===== src/rtl/fft_pkg.sv =====
// Shared types and constants for the FFT frame serializer.
// FFT_SER_BITREV_EN selects bit-reversed read order in the top.
package fft_pkg;

  localparam int N     = 16;
  localparam int IDX_W = 4;
  localparam int IN_W  = 32;
  localparam int OUT_W = 16;
  localparam int SHIFT = 8;

  typedef struct packed {
    logic signed [IN_W-1:0] re;
    logic signed [IN_W-1:0] im;
  } point_t;

  typedef enum logic [1:0] {
    IDLE   = 2'd0,
    LOAD   = 2'd1,
    STREAM = 2'd2
  } state_t;

  function automatic logic [IDX_W-1:0] bitrev4(
    input logic [IDX_W-1:0] k
  );
    return {k[0], k[1], k[2], k[3]};
  endfunction

endpackage


===== src/rtl/fft_frame_serializer_if.sv =====
// Frame-in / point-out handshake bundle.
// slave is the serializer side, master the upstream/downstream side.
interface fft_frame_serializer_if;
  import fft_pkg::*;

  logic                  frame_valid;
  logic                  frame_ready;
  logic [N*2*IN_W-1:0]   frame_data;
  logic                  out_valid;
  logic                  out_ready;
  logic [2*OUT_W-1:0]    out_data;
  logic [IDX_W-1:0]      out_index;
  logic                  out_last;

  modport slave (
    input  frame_valid,
    input  frame_data,
    input  out_ready,
    output frame_ready,
    output out_valid,
    output out_data,
    output out_index,
    output out_last
  );

  modport master (
    output frame_valid,
    output frame_data,
    output out_ready,
    input  frame_ready,
    input  out_valid,
    input  out_data,
    input  out_index,
    input  out_last
  );

endinterface


===== src/rtl/fft_round_sat.sv =====
// Round-half-up, arithmetic shift and saturate of one component.
// Q16.16 in, Q8.8 out.
module fft_round_sat
  import fft_pkg::*;
(
  input  logic signed [IN_W-1:0]  i_x,
  output logic signed [OUT_W-1:0] o_y
);

  localparam logic signed [IN_W:0] RND =
    (IN_W+1)'(1 << (SHIFT-1));
  localparam logic signed [IN_W:0] MAXV =
    (IN_W+1)'((1 << (OUT_W-1)) - 1);
  localparam logic signed [IN_W:0] MINV =
    (IN_W+1)'(-(1 << (OUT_W-1)));

  logic signed [IN_W:0] w_sum;
  logic signed [IN_W:0] w_t;

  // One guard bit keeps the rounding add from wrapping.
  assign w_sum = $signed({i_x[IN_W-1], i_x}) + RND;
  assign w_t   = w_sum >>> SHIFT;

  always_comb begin
    o_y = w_t[OUT_W-1:0];
    if (w_t > MAXV) begin
      o_y = MAXV[OUT_W-1:0];
    end else if (w_t < MINV) begin
      o_y = MINV[OUT_W-1:0];
    end
  end

endmodule


===== src/rtl/fft_frame_serializer.sv =====
// Captures a 16-point frame and streams it one point per cycle.
// FFT_SER_BITREV_EN: read buffer[bitrev4(k)] instead of buffer[k].
module fft_frame_serializer
  import fft_pkg::*;
(
  input  logic                   clk,
  input  logic                   rst,
  fft_frame_serializer_if.slave  io_bus
);

  state_t r_state;
  state_t w_next;

  point_t             r_buf [N];
  logic [IDX_W-1:0]   r_k;
  logic               r_valid;
  logic               r_last;
  logic [2*OUT_W-1:0] r_data;

  logic w_fire;
  logic w_take;
  logic w_load;
  logic w_adv;
  logic w_done;

  logic [IDX_W-1:0]        w_sel_k;
  logic [IDX_W-1:0]        w_addr;
  point_t                  w_pt;
  logic signed [OUT_W-1:0] w_re;
  logic signed [OUT_W-1:0] w_im;

  assign w_fire = r_valid & io_bus.out_ready;

  always_ff @(posedge clk or posedge rst) begin
    if (rst) begin
      r_state <= IDLE;
    end else begin
      r_state <= w_next;
    end
  end

  always_comb begin
    w_next = r_state;
    w_take = 1'b0;
    w_load = 1'b0;
    w_adv  = 1'b0;
    w_done = 1'b0;
    unique case (r_state)
      IDLE: begin
        if (io_bus.frame_valid) begin
          w_take = 1'b1;
          w_next = LOAD;
        end
      end
      LOAD: begin
        w_load = 1'b1;
        w_next = STREAM;
      end
      STREAM: begin
        if (w_fire) begin
          if (r_k == IDX_W'(N-1)) begin
            w_done = 1'b1;
            w_next = IDLE;
          end else begin
            w_adv = 1'b1;
          end
        end
      end
      default: w_next = IDLE;
    endcase
  end

  // Point about to be presented: 0 on load, k+1 on advance.
  assign w_sel_k = w_load ? '0 : r_k + 1'b1;

`ifdef FFT_SER_BITREV_EN
  assign w_addr = bitrev4(w_sel_k);
`else
  assign w_addr = w_sel_k;
`endif

  assign w_pt = r_buf[w_addr];

  fft_round_sat u_rs_re (
    .i_x (w_pt.re),
    .o_y (w_re)
  );

  fft_round_sat u_rs_im (
    .i_x (w_pt.im),
    .o_y (w_im)
  );

  always_ff @(posedge clk or posedge rst) begin
    if (rst) begin
      for (int p = 0; p < N; p++) begin
        r_buf[p] <= '0;
      end
    end else if (w_take) begin
      for (int p = 0; p < N; p++) begin
        r_buf[p] <= point_t'(io_bus.frame_data[p*2*IN_W +: 2*IN_W]);
      end
    end
  end

  always_ff @(posedge clk or posedge rst) begin
    if (rst) begin
      r_k     <= '0;
      r_valid <= 1'b0;
      r_last  <= 1'b0;
      r_data  <= '0;
    end else begin
      if (w_take) begin
        r_k <= '0;
      end
      if (w_load || w_adv) begin
        r_k     <= w_sel_k;
        r_valid <= 1'b1;
        r_data  <= {w_re, w_im};
        r_last  <= (w_sel_k == IDX_W'(N-1));
      end
      if (w_done) begin
        r_k     <= '0;
        r_valid <= 1'b0;
        r_last  <= 1'b0;
      end
    end
  end

  assign io_bus.frame_ready = (r_state == IDLE);
  assign io_bus.out_valid   = r_valid;
  assign io_bus.out_data    = r_data;
  assign io_bus.out_index   = r_k;
  assign io_bus.out_last    = r_last;

endmodule


===== src/flat_wrapper.sv =====
// flat-port wrapper written by rule: the top's interface ports become plain ports
module fft_frame_serializer_flat import fft_pkg::*;
  (clk, rst, io_bus_frame_valid, io_bus_frame_data, io_bus_out_ready, io_bus_frame_ready, io_bus_out_valid, io_bus_out_data, io_bus_out_index, io_bus_out_last);
  fft_frame_serializer_if io_bus_i ();
  input  logic clk;
  input  logic rst;
  input wire logic [$bits(io_bus_i.frame_valid)-1:0] io_bus_frame_valid;
  input wire logic [$bits(io_bus_i.frame_data)-1:0] io_bus_frame_data;
  input wire logic [$bits(io_bus_i.out_ready)-1:0] io_bus_out_ready;
  output wire logic [$bits(io_bus_i.frame_ready)-1:0] io_bus_frame_ready;
  output wire logic [$bits(io_bus_i.out_valid)-1:0] io_bus_out_valid;
  output wire logic [$bits(io_bus_i.out_data)-1:0] io_bus_out_data;
  output wire logic [$bits(io_bus_i.out_index)-1:0] io_bus_out_index;
  output wire logic [$bits(io_bus_i.out_last)-1:0] io_bus_out_last;
  assign io_bus_i.frame_valid = io_bus_frame_valid;
  assign io_bus_i.frame_data = io_bus_frame_data;
  assign io_bus_i.out_ready = io_bus_out_ready;
  assign io_bus_frame_ready = io_bus_i.frame_ready;
  assign io_bus_out_valid = io_bus_i.out_valid;
  assign io_bus_out_data = io_bus_i.out_data;
  assign io_bus_out_index = io_bus_i.out_index;
  assign io_bus_out_last = io_bus_i.out_last;
  fft_frame_serializer u_core (.clk(clk), .rst(rst), .io_bus(io_bus_i));
endmodule

===== config.mk =====
export PLATFORM = sky130hd
export DESIGN_NAME = fft_frame_serializer_flat
export DESIGN_NICKNAME = d
export VERILOG_FILES = /design/src/rtl/fft_pkg.sv /design/src/rtl/fft_frame_serializer_if.sv /design/src/rtl/fft_round_sat.sv /design/src/rtl/fft_frame_serializer.sv /design/src/flat_wrapper.sv
export SDC_FILE = /design/constraint.sdc
export NUM_CORES = 2
export LEC_CHECK = 0
export CAP_MARGIN = 20
export CORE_AREA = 2 2 419 421
export CTS_CLUSTER_SIZE = 40
export DETAILED_ROUTE_END_ITERATION = 8
export DIE_AREA = 0 0 421 423
export GPL_TIMING_DRIVEN = 0
export PLACE_DENSITY = 0.45
export RECOVER_POWER = 100
export SETUP_SLACK_MARGIN = 0.05
export SLEW_MARGIN = 15
export SYNTH_ARGS = -nofsm -noshare
export SYNTH_HDL_FRONTEND = slang
export SYNTH_SLANG_ARGS = --single-unit

===== constraint.sdc =====
create_clock -name clk -period 29.1 [get_ports clk]
set_input_delay 7.275 -clock clk [delete_from_list [all_inputs] [get_ports clk]]
set_output_delay 7.275 -clock clk [all_outputs]
set_load 0.01 [all_outputs]

==> metrics.md <==
| Metric | Value |
|---|---|
| Status | finished with violations |
| Failing checks | capacitance limit, slew limit |
| GPL Wtd Cong | 0.954 |
| Worst-path fanout max | 32 |
| Count leader, synth | nand2_1 |
| Final core occ | 0.323 |
| Clock skew | between 40 and 50 ps |
| Final period util | 0.596 |
| Grt met2 use | 0.500 |
| Core area | 173000 um2 |
| Critical Path Source Type | input port |
| Initial Util | 0.234 |
| DP Wirelength | 228 mm |
| Worst Path Required | slightly below 30000 ps |
| Max-Cap Viols | 25 |
| Synth area leaders | dfrtp_1 52%, nand2_1 23%, mux2_2 2.3% |
| Synth unique cells | 81 |
| DR pass1 iterations | 6 |
| CTS Sinks | 840 |
| Drt via density | 5.07 |
| VDD IR-drop max | 0.0481 mV |
| #FFs+latches synth | 840 |
| Synth Flop Type | dfrtp_1 |
| Share of the synthesized area in the top cell type | 0.518 |
| First-pass GRT wire length | 379 mm |
| DR WL/cell | 34.8 um |
| Synth warnings | 0 |
| Hold_buf cts | 0 |
| Fin cells | 8334 |
| Min cycle time layout | 17350 ps |
| Met1 Use GR | 0.382 |
| Area of the mapped netlist | approximately 41000 um2 |
| # Post-CTS Setup Buffers | 0 |
| Final wirelength | 290 mm |
| Final nets | between 6k and 7k |
| Measured slew at the worst slew-check pin | 2000 ps |
| Synth Instances | approximately 4.9k |
| Clock transition at the registers of the reported paths | 60 ps |
| Grt ovf | 0 |
| Residual DRC | 0 |
| Max-slew violation count | 693 |
| Fin. Hold Viols | 0 |
| CTS buffer count | 104 |
| Die area | between 150000 and 200000 um2 |
| Pleak | 26.0 nW |
| Via Count | 42.3k |
| CTS tree | built |
| Fillers | 18.6k |
| Yosys top cell by area | dfrtp_1 |
| ANT nets after route | 0 |
| Pre-CTS setup slack | 18480 ps |
| Die width | 421 um |
| Share of cells above drive strength 1 | 0.0721 |
| Pwr dens | around 120 nW/um2 |
| Area Growth Syn to Fin | 37.7% |
| I/O Buffers | 842 |
| Die H | 423 um |
| Ports | 1067 |
| Syn Nets | 5934 |
| Asr flop ratio synth | 1.00 |
| Tot GR Track Use | 0.316 |
| Slew Limit Headroom | -0.333 |
| Pwr Total | around 7 mW |
| HP Class | reg2reg |
| Most Crowded Layer GR | met2 |
| Largest net degree at the start of global routing | 35 |
| RSZ-0062 raised after global routing | no |
| TNS Setup | 0 ps |
| R2R setup slack | 20980 ps |
| Synth top cells by count | 2522 x nand2_1, 840 x dfrtp_1, 196 x clkbuf_1 |
| Clk Latency, worst-skew pair | around 780 ps |
| CTS Root Cell | clkbuf_16 |
| Initial antenna violation count | between 40 and 50 |
| Initial DRC count | ~5k |
| Min setup slack post-route | roughly 12000 ps |
| Clock Path Buffers | 3 |
| Nature of the critical path endpoint | async pin |
| Post-Syn Area per Cell | just over 8 um2 |
| # rows | ~150 |
| # setup viols final | 0 |
| Post-cts sizing count | 0 |
| Post-synthesis sequential area ratio | 0.518 |
| H-tree levels | 3 |
| Worst EP arrival | 17920 ps |
| Crit path kind | in2async |
| Number of synthesized flops with an enable pin | 0 |
| Via count of the first global-routing pass | 42.0k |
| Placed Cells | 8126 |
| GR Util met3 | 0.0672 |
| Max Clock Freq | 57.6 MHz |
==> per-stage QoR <==
stage	area (um2)	hold slack [ps]
final	55900	469
after global routing	55900	481
after CTS	56600	469
after detailed placement	53000	454
after global placement	52000	453
after floorplan	40600	437
==> layer usage <==
metal  up-vias  part of all wire
li1      18100                 -
met1     21000              0.38
met2      2420              0.45
met3       651             0.079
met4        42             0.083
met5         -           0.00094
==> final cells by class <==
cell class | instances | area, um2 | area share
plain buffers | 343 | 1580 | 0.0282
flip-flops and latches | 840 | 21000 | 0.376
repair buffers | 899 | 8810 | 0.158
clock inverters | 30 | 398 | 0.00711
well taps | 2325 | 2910 | 0.0520
diodes | 15 | 37.5 | 0.000671
inverters | 12 | 46.3 | 0.000828
multi-input cells | 3708 | 18000 | 0.321
clock buffers | 162 | 3150 | 0.0564
==> kinds of logic after synthesis <==
group,after synthesis,share of synthesized area
xor gates and xnor gates,42,0.00980
muxes,181,0.0487
and+or+nand+nor,2925,0.286
DFF,840,0.518
adders and majority gates,3,0.000924
buffers and inverters,355,0.0398
AOI/OAI and AO/OA,557,0.0974
==> final timing paths <==
path	startpoint	endpoint	cells past startpoint
setup / recovery	rst	u_core.r_buf[795]	10
hold / removal	u_core.r_buf[620]	u_core.r_buf[620]	2
setup reg to reg	u_core.io_bus.out_index[0]	u_core.io_bus.out_data[2]	19
hold reg to reg	u_core.r_buf[620]	u_core.r_buf[620]	2
max in group clk	io_bus_frame_valid	u_core.r_buf[989]	9
min in group asynchronous	rst	u_core.r_buf[169]	2
==> sequential cells by signal, summed over array words and instances (netlist names) <==
| name | count |
|---|---|
| u_core.io_bus.out_index | 4 |
| u_core.io_bus.out_valid | 1 |
| u_core.io_bus.out_last | 1 |
| u_core.r_buf | 800 |
| u_core.r_state | 2 |
| u_core.io_bus.out_data | 32 |
==> report_power, final <==
group,leakage (nW),internal [mW],switching [mW]
Sequential,10.4,1.71,0.386
Clock,1.74,0.806,0.586
Combinational,13.9,1.05,2.44
==> cell usage in the layout, fill, tap and decap left out, drive strengths merged, types with 26 or more instances in the layout <==
cell           count
a211oi            31
a21oi             94
a2bb2oi           33
buf              159
clkbuf           403
clkdlybuf4s50    800
dfrtp            840
dlygate4sd3       42
mux2              84
mux2i             92
nand2           2523
nand2b            32
nand3             69
nor2             141
nor3              30
o2111ai           26
o21ai             83
o221ai            53
o22ai             96
or3               33
xnor2             30
==> worst max-delay path, stage by stage <==
cell,delay (ps)
dlygate4sd3_1,550
clkinvlp_2,400
clkbuf_1,960
clkbuf_1,970
clkbuf_1,1370
clkbuf_1,950
clkbuf_1,1410
clkbuf_1,1270
clkbuf_1,1400
clkbuf_1,1250
Power figures use the tool's default switching activity.
